## src/rtl/grp_enable_scatter_pkg.sv

```systemverilog
// Shared types and constants for the group enable scatter path.
// Grid geometry, event record layout and the grant priority encoder.
package grp_enable_scatter_pkg;

  localparam int unsigned GRP_ROWS       = 4;
  localparam int unsigned GRP_COLS       = 4;
  localparam int unsigned NUM_GROUPS     = GRP_ROWS * GRP_COLS;
  localparam int unsigned GRP_ADD        = 2;
  localparam int unsigned PIX_ADD        = 2;
  localparam int unsigned GRP_IDX_W      = $clog2(NUM_GROUPS);
  localparam int unsigned TIMEOUT_CYCLES = 255;
  localparam int unsigned WD_W           = 8;

  typedef enum logic {
    IDLE,
    ACTIVE
  } state_t;

  typedef struct packed {
    logic [GRP_ADD-1:0] grp_y;
    logic [GRP_ADD-1:0] grp_x;
    logic [PIX_ADD-1:0] pix_y;
    logic [PIX_ADD-1:0] pix_x;
  } evt_t;

  // Lowest set bit wins; an empty vector maps to group 0.
  function automatic logic [GRP_IDX_W-1:0] grp_index(input logic [NUM_GROUPS-1:0] vec);
    logic [GRP_IDX_W-1:0] idx;
    idx = '0;
    for (int unsigned i = NUM_GROUPS; i > 0; i--) begin
      if (vec[i-1]) idx = GRP_IDX_W'(i - 1);
    end
    return idx;
  endfunction

endpackage

```

## src/rtl/grp_enable_scatter_evt_out_reg.sv

```systemverilog
// Single-entry valid/ready holding register for packed pixel events.
// Accepts a new event in the same cycle the held one is popped.
module evt_out_reg
  import grp_enable_scatter_pkg::*;
(
  input  logic clk_i,
  input  logic reset_i,
  input  logic in_valid_i,
  output logic in_ready_o,
  input  evt_t in_data_i,
  output logic out_valid_o,
  input  logic out_ready_i,
  output evt_t out_data_o
);

  assign in_ready_o = !out_valid_o || out_ready_i;

  always_ff @(posedge clk_i or negedge reset_i) begin
    if (!reset_i) begin
      out_valid_o <= 1'b0;
      out_data_o  <= '0;
    end else if (in_valid_i && in_ready_o) begin
      out_valid_o <= 1'b1;
      out_data_o  <= in_data_i;
    end else if (out_ready_i) begin
      out_valid_o <= 1'b0;
    end
  end

endmodule

```

## src/rtl/grp_enable_scatter.sv

```systemverilog
// Turns a level-1 group grant into a one-hot group enable, packs the granted
// group's pixel events into an output register and ends on release or watchdog.
module grp_enable_scatter
  import grp_enable_scatter_pkg::*;
#(
  parameter int unsigned TIMEOUT = TIMEOUT_CYCLES
) (
  input  logic                                clk_i,
  input  logic                                reset_i,
  input  logic                                gnt_valid_i,
  input  logic [NUM_GROUPS-1:0]               gnt_i,
  output logic                                gnt_ack_o,
  output logic [GRP_ROWS-1:0][GRP_COLS-1:0]   enable_o,
  input  logic                                pix_valid_i,
  input  logic [PIX_ADD-1:0]                  pix_x_i,
  input  logic [PIX_ADD-1:0]                  pix_y_i,
  output logic                                pix_ready_o,
  input  logic                                grp_release_i,
  output logic                                evt_valid_o,
  input  logic                                evt_ready_i,
  output logic [GRP_ADD-1:0]                  evt_grp_x_o,
  output logic [GRP_ADD-1:0]                  evt_grp_y_o,
  output logic [PIX_ADD-1:0]                  evt_pix_x_o,
  output logic [PIX_ADD-1:0]                  evt_pix_y_o,
  output logic                                timeout_o
);

  state_t                state_q;
  logic [GRP_IDX_W-1:0]  grp_q;
  logic [NUM_GROUPS-1:0] en_q;
  logic                  ack_q;
  logic                  timeout_q;
  logic [WD_W-1:0]       wd_cnt_q;

  logic active;
  logic evt_in_ready;
  logic push;
  logic wd_fire;
  logic release_now;
  evt_t evt_in;
  evt_t evt_out;

  assign active      = (state_q == ACTIVE);
  assign pix_ready_o = active && evt_in_ready;
  assign push        = pix_valid_i && pix_ready_o;
  assign wd_fire     = active && (wd_cnt_q == WD_W'(TIMEOUT));
  assign release_now = active && (grp_release_i || wd_fire);

  always_comb begin
    evt_in       = '0;
    evt_in.grp_y = GRP_ADD'(32'(grp_q) / GRP_COLS);
    evt_in.grp_x = GRP_ADD'(32'(grp_q) % GRP_COLS);
    evt_in.pix_y = pix_y_i;
    evt_in.pix_x = pix_x_i;
  end

  evt_out_reg u_evt_out (
    .clk_i       (clk_i),
    .reset_i     (reset_i),
    .in_valid_i  (push),
    .in_ready_o  (evt_in_ready),
    .in_data_i   (evt_in),
    .out_valid_o (evt_valid_o),
    .out_ready_i (evt_ready_i),
    .out_data_o  (evt_out)
  );

  // Grants are held off during the ack cycle so a still-asserted old grant is not re-taken.
  always_ff @(posedge clk_i or negedge reset_i) begin
    if (!reset_i) begin
      state_q   <= IDLE;
      grp_q     <= '0;
      en_q      <= '0;
      ack_q     <= 1'b0;
      wd_cnt_q  <= '0;
      timeout_q <= 1'b0;
    end else begin
      ack_q <= 1'b0;
      unique case (state_q)
        IDLE: begin
          if (gnt_valid_i && (|gnt_i) && !ack_q) begin
            grp_q    <= grp_index(gnt_i);
            en_q     <= NUM_GROUPS'(1) << grp_index(gnt_i);
            wd_cnt_q <= '0;
            state_q  <= ACTIVE;
          end
        end
        ACTIVE: begin
          if (release_now) begin
            en_q     <= '0;
            ack_q    <= 1'b1;
            wd_cnt_q <= '0;
            state_q  <= IDLE;
            if (wd_fire) timeout_q <= 1'b1;
          end else if (push) begin
            wd_cnt_q <= '0;
          end else if (!pix_valid_i) begin
            wd_cnt_q <= wd_cnt_q + WD_W'(1);
          end
        end
        default: state_q <= IDLE;
      endcase
    end
  end

  assign enable_o    = en_q;
  assign gnt_ack_o   = ack_q;
  assign timeout_o   = timeout_q;
  assign evt_grp_x_o = evt_out.grp_x;
  assign evt_grp_y_o = evt_out.grp_y;
  assign evt_pix_x_o = evt_out.pix_x;
  assign evt_pix_y_o = evt_out.pix_y;

endmodule
```

## config.mk

```make
export PLATFORM = sky130hd
export DESIGN_NAME = grp_enable_scatter
export DESIGN_NICKNAME = d
export VERILOG_FILES = /design/src/rtl/grp_enable_scatter_pkg.sv /design/src/rtl/grp_enable_scatter_evt_out_reg.sv /design/src/rtl/grp_enable_scatter.sv
export SDC_FILE = /design/constraint.sdc
export NUM_CORES = 1
export LEC_CHECK = 0
export ABC_AREA = 1
export CORE_MARGIN = 3
export CORE_UTILIZATION = 38
export DETAILED_ROUTE_END_ITERATION = 7
export PLACE_DENSITY = 0.65
export SYNTH_ARGS = -nofsm -noshare
export SYNTH_HDL_FRONTEND = slang
export SYNTH_SLANG_ARGS = --single-unit
```

## constraint.sdc

```tcl
create_clock -name clk_i -period 4.9 [get_ports clk_i]
set_input_delay 0.98 -clock clk_i [delete_from_list [all_inputs] [get_ports clk_i]]
set_output_delay 0.98 -clock clk_i [all_outputs]
set_load 0.03 [all_outputs]
```

Word level (Yosys, flattened, before mapping) --
Cells that the tools add are included.
Cells by class: add/sub/neg operators 1, equal/unequal tests 4, shift operators 1, mux-type cells 33, bitwise gates (word level) 1, reduce and logical (&&, ||, !) cells 17
Operators with widths (number):
- 4-bit two-way mux | 18
- 16-bit two-way mux | 2
- 8-bit two-way mux | 4
- 16-bit case mux with 2 select lines | 1
- 8-bit case mux with 2 select lines | 1
- 16-bit OR reduction | 1
- 1-bit by 4-bit << shifter with 16-bit output, first input constant | 1
- 8-bit by 1-bit adder with 8-bit output, second input constant | 1
- 8-bit equality test, second input constant | 1
- 1-bit logical AND | 7
- 1-bit two-way mux | 6
- 2-bit AND reduction | 3
- 4-bit by 2-bit inequality test with 1-bit output, second input constant | 1
- 3-bit AND reduction | 1
- 1-bit zero test | 2
- 1-bit logical OR | 2
- 2-bit by 1-bit inequality test with 1-bit output, second input constant | 1
- 2-bit inequality test, second input constant | 1
- 1-bit case mux with 2 select lines | 1
- 2-bit nonzero test | 1
- 1-bit NOT | 1
Word-level totals: flip-flop bits (word level) 40, input port bits 26, output and inout port bits 28, word-level logic and storage cells 68

Logic depth before layout (Yosys ltp) --
depth in word-level cells 21, gate-level depth with buffers 18, mapped depth without buffers 18

Hierarchy --
A second synthesis with hierarchy kept.
Second synthesis, totals: cell total of the unflattened synthesis 248, area, all modules 1988.2 µm²
Modules (own cells, without submodules):
- grp_enable_scatter | times used 1, cells an instance 209, area an instance 1620.3 µm², seq. area each 775.7 µm²
- evt_out_reg | times used 1, cells an instance 39, area an instance 367.9 µm², seq. area each 225.2 µm²

Worst setup path after synthesis --
Ideal clock, no wire load.
path kind in2out, start point input port evt_ready_i, end point output port pix_ready_o, arrival 1492 ps, required time 3920 ps, setup slack 2428 ps, cell stages on the path 2, buffers on the path 0, cell sequence inv_1 > a21oi_1
Between the ends: longest elaborated chain between the ends 2
Ends and longest elaborated chain:
- start: declaration | line grp_enable_scatter.sv:20 | input logic evt_ready_i,
- 1-bit logical OR | line grp_enable_scatter_evt_out_reg.sv:16 | assign in_ready_o = !out_valid_o || out_ready_i;
- 1-bit logical AND | line grp_enable_scatter.sv:44 | assign pix_ready_o = active && evt_in_ready;
- end: declaration | line grp_enable_scatter.sv:17 | output logic pix_ready_o,
Every way passes these cells.

Worst setup path in the final report --
Same ends and word-level chain as after synthesis.

==> flow_metrics.py <==
metrics = {
    "route": {
        "drtIter0Drc": 103,
        "num_vias": 1714,
        "final_antenna_net_count": 0,
        "wire_per_inst_um": 12.3,
        "viasPerCell": 4.79,
        "wl_um": 4410,
        "drcViolationCount": 0,
        "firstDrtPassIters": 4,
    },
    "timing": {
        "period_share_pct": 66.5,
        "rsz0062_at_grt": "no",
        "slew_violations": 0,
        "setup_tns_ps": 0,
        "max_freq_ghz": 0.307,
        "period_minus_slack_ps": 3260,
        "setup_viol": 0,
        "hold_ws_ps": 477,
        "finalHoldViolCount": 0,
        "final.setup_skew_ps": 6.20,
        "slew_headroom_pct": 37.9,
        "worst_pin_slew_ps": 931,
    },
    "power_and_ir_drop": {
        "comb_power_share_pct": 30.2,
        "switching_share_pct": 33.4,
        "power.density_nw_per_um2": 355,
        "power.total_uw": 969,
        "ir_worst_vdd_mv": 0.155,
        "leakage_nw": 1.26,
        "p_clk_share_pct": 28.8,
        "seqPwrFrac_pct": 41.0,
        "p_switching_uw": 324,
        "p_int_uw": 646,
    },
    "critical_path": {
        "cp.arrival_ps": 2280,
        "r2r-start": "wd_cnt_q[1]$_DFFE_PN0P_",
        "crit_path_cell_trace": "clkdlybuf4s50_1, inv_1, a21oi_1, clkdlybuf4s50_1",
        "crit_type": "primary input to output port",
        "cpMostUsedCell": "clkdlybuf4s50_1",
        "cp_slowest_cell": "clkdlybuf4s50_1",
        "startpoint": "evt_ready_i",
        "path_delay_family": "buffers and inverters",
        "start_kind": "primary input",
        "worst-path-buf-inv": 3,
        "slowest_delay_ps": 680,
        "worstPathRequired_ps": 3920,
        "worstPathMaxFanout": 2,
        "end_kind": "output port",
    },
    "logic_synthesis": {
        "synth_edf_count": 0,
        "ys_types": 29,
        "synth_largest_area_cell": "dfrtp_1",
        "synth.avg_cell_area_um2": 8.72,
        "yosysWarnings": 0,
        "synth_top_area_share_pct": 49.5,
        "synth_ff_type": "dfrtp_1",
        "async_reset_ff_share_pct": 100,
        "netlist_area_um2": 2020,
        "synth_seq_cells": 40,
        "yosysSeqAreaShare_pct": 49.5,
        "synth_area_leaders": "dfrtp_1, nand2_1, inv_1",
        "ys_top_cells_by_count": "nand2_1, dfrtp_1, inv_1",
        "synth.most_common_cell": "nand2_1",
        "syn_nets": 259,
        "netlist_instances": 232,
    },
    "finish": {
        "antennaDiodeCount": 0,
        "synthToLayoutAreaGrowth_pct": 35.0,
        "layout-drive-gt1-share_pct": 13.4,
        "design_area_um2": 2730,
        "fin_nets": 317,
    },
    "grt": {
        "grt_antenna_before_repair": 0,
        "grtUsageTotal_pct": 16.0,
        "grt-ovfl-total": 0,
        "grt_pass1_wl_um": 7940,
        "grt_pass1_vias": 1709,
        "grt_max_degree": 41,
    },
    "flow_run": {
        "cap_violations": 0,
    },
    "cts": {
        "post_cts_resize_count": 0,
        "clk_path_buf_depth": 2,
        "clock-sinks": 40,
        "clk_pin_slew_ps": 80,
        "root_buffer": "clkbuf_8",
        "clock_latency_ps": 300,
        "cts_setup_buffers": 0,
        "cts_made_buffers": 5,
        "htree_levels": 2,
        "postCtsHoldBufs": 0,
        "cts_tree": "yes",
    },
    "hold_path": {
        "hp-class": "flop to flop",
        "min_from": "timeout_o$_DFFE_PN0P_",
    },
    "floorplanning": {
        "start_util_pct": 40.9,
        "rows": 25,
        "die_x_um": 78.9,
        "die_h_um": 78.9,
        "io-pin-count": 54,
        "core_area_um2": 4940,
        "die_area_um2": 6230,
    },
    "placed_design": {
        "placed_cell_area_um2": 2620,
        "place_congestion": 0.765,
        "dp_hpwl_um": 3290,
        "port_buffers": 53,
    },
    "run_status": {
        "status": "completed",
    },
}
==> area by class of cell <==
| class | instances | area (um^2) |
|---|---|---|
| fill | 480 | 2210 |
| timing repair buffer | 53 | 526 |
| tap | 67 | 83.8 |
| sequential | 40 | 1000 |
| clock inverter | 3 | 46.3 |
| clock buffer | 5 | 68.8 |
| inverter | 46 | 178 |
| multi-input combinational | 144 | 827 |
==> metrics by stage <==
stage	worst slack (ps)	util, %	std cells
final	1640	55.2	358
after global routing	1590	55.2	358
after CTS	1640	55.2	358
after detailed placement	1650	52.9	350
after global placement	1660	52.9	350
after floorplan	2430	-	232
==> worst paths after layout <==
| kind | end | slack, ps | depth (start not counted) |
|---|---|---|---|
| max in group asynchronous | wd_cnt_q[0]$_DFFE_PN0P_ | 3500 | 1 |
| min in group asynchronous | enable_o[3]$_DFFE_PN0P_ | 810 | 1 |
| worst min-delay path | timeout_o$_DFFE_PN0P_ | 480 | 1 |
| worst min register to register | timeout_o$_DFFE_PN0P_ | 480 | 1 |
| worst max-delay path | pix_ready_o | 1640 | 4 |
| worst max register to register | wd_cnt_q[6]$_DFFE_PN0P_ | 3120 | 11 |
==> per-layer routing <==
layer / share of wire [%] / GRT usage, %
met5: 0 / 0
met4: 1.9 / 6.70
met3: 4.7 / 3.63
met2: 45 / 25.1
met1: 49 / 21.5
==> registers in the layout, indices dropped and copies added (netlist names) <==
signal	count
u_evt_out.out_valid_o	1
u_evt_out.out_data_o	8
enable_o	16
wd_cnt_q	8
timeout_o	1
grp_q	4
active	1
gnt_ack_o	1
==> power by group through the flow <==
stage	clock network (mW)	logic, mW	registers [mW]
after global routing	0.300	0.320	0.404
after floorplan	0	0.120	0.463
after CTS	0.286	0.297	0.399
after detailed placement	0	0.296	0.405
after global placement	0	0.292	0.403
final	0.279	0.293	0.397
==> cells by family (layout without fill, tap and decap cells) <==
family,count (synthesis),in the layout,share of synthesized area (%)
and+or+nand+nor,104,104,26.7
buffers and inverters,48,107,9.59
DFF,40,40,49.5
AOI/OAI and AO/OA,32,32,9.65
muxes,7,7,3.90
adders and majority gates,1,1,0.619
==> cells in the final DEF (no fill, tap or decap), drive strengths merged, types with 2 or more instances in the layout <==
| cell | instances |
|---|---|
| nor3 | 10 |
| clkdlybuf4s50 | 52 |
| o21a | 2 |
| o21bai | 4 |
| or2 | 2 |
| inv | 47 |
| nor3b | 2 |
| o21ai | 22 |
| dfrtp | 40 |
| nand3 | 14 |
| nor2 | 9 |
| nand2 | 53 |
| mux2 | 7 |
| a21oi | 2 |
| clkbuf | 5 |
| nand4 | 14 |
Power figures use the tool's default switching activity.
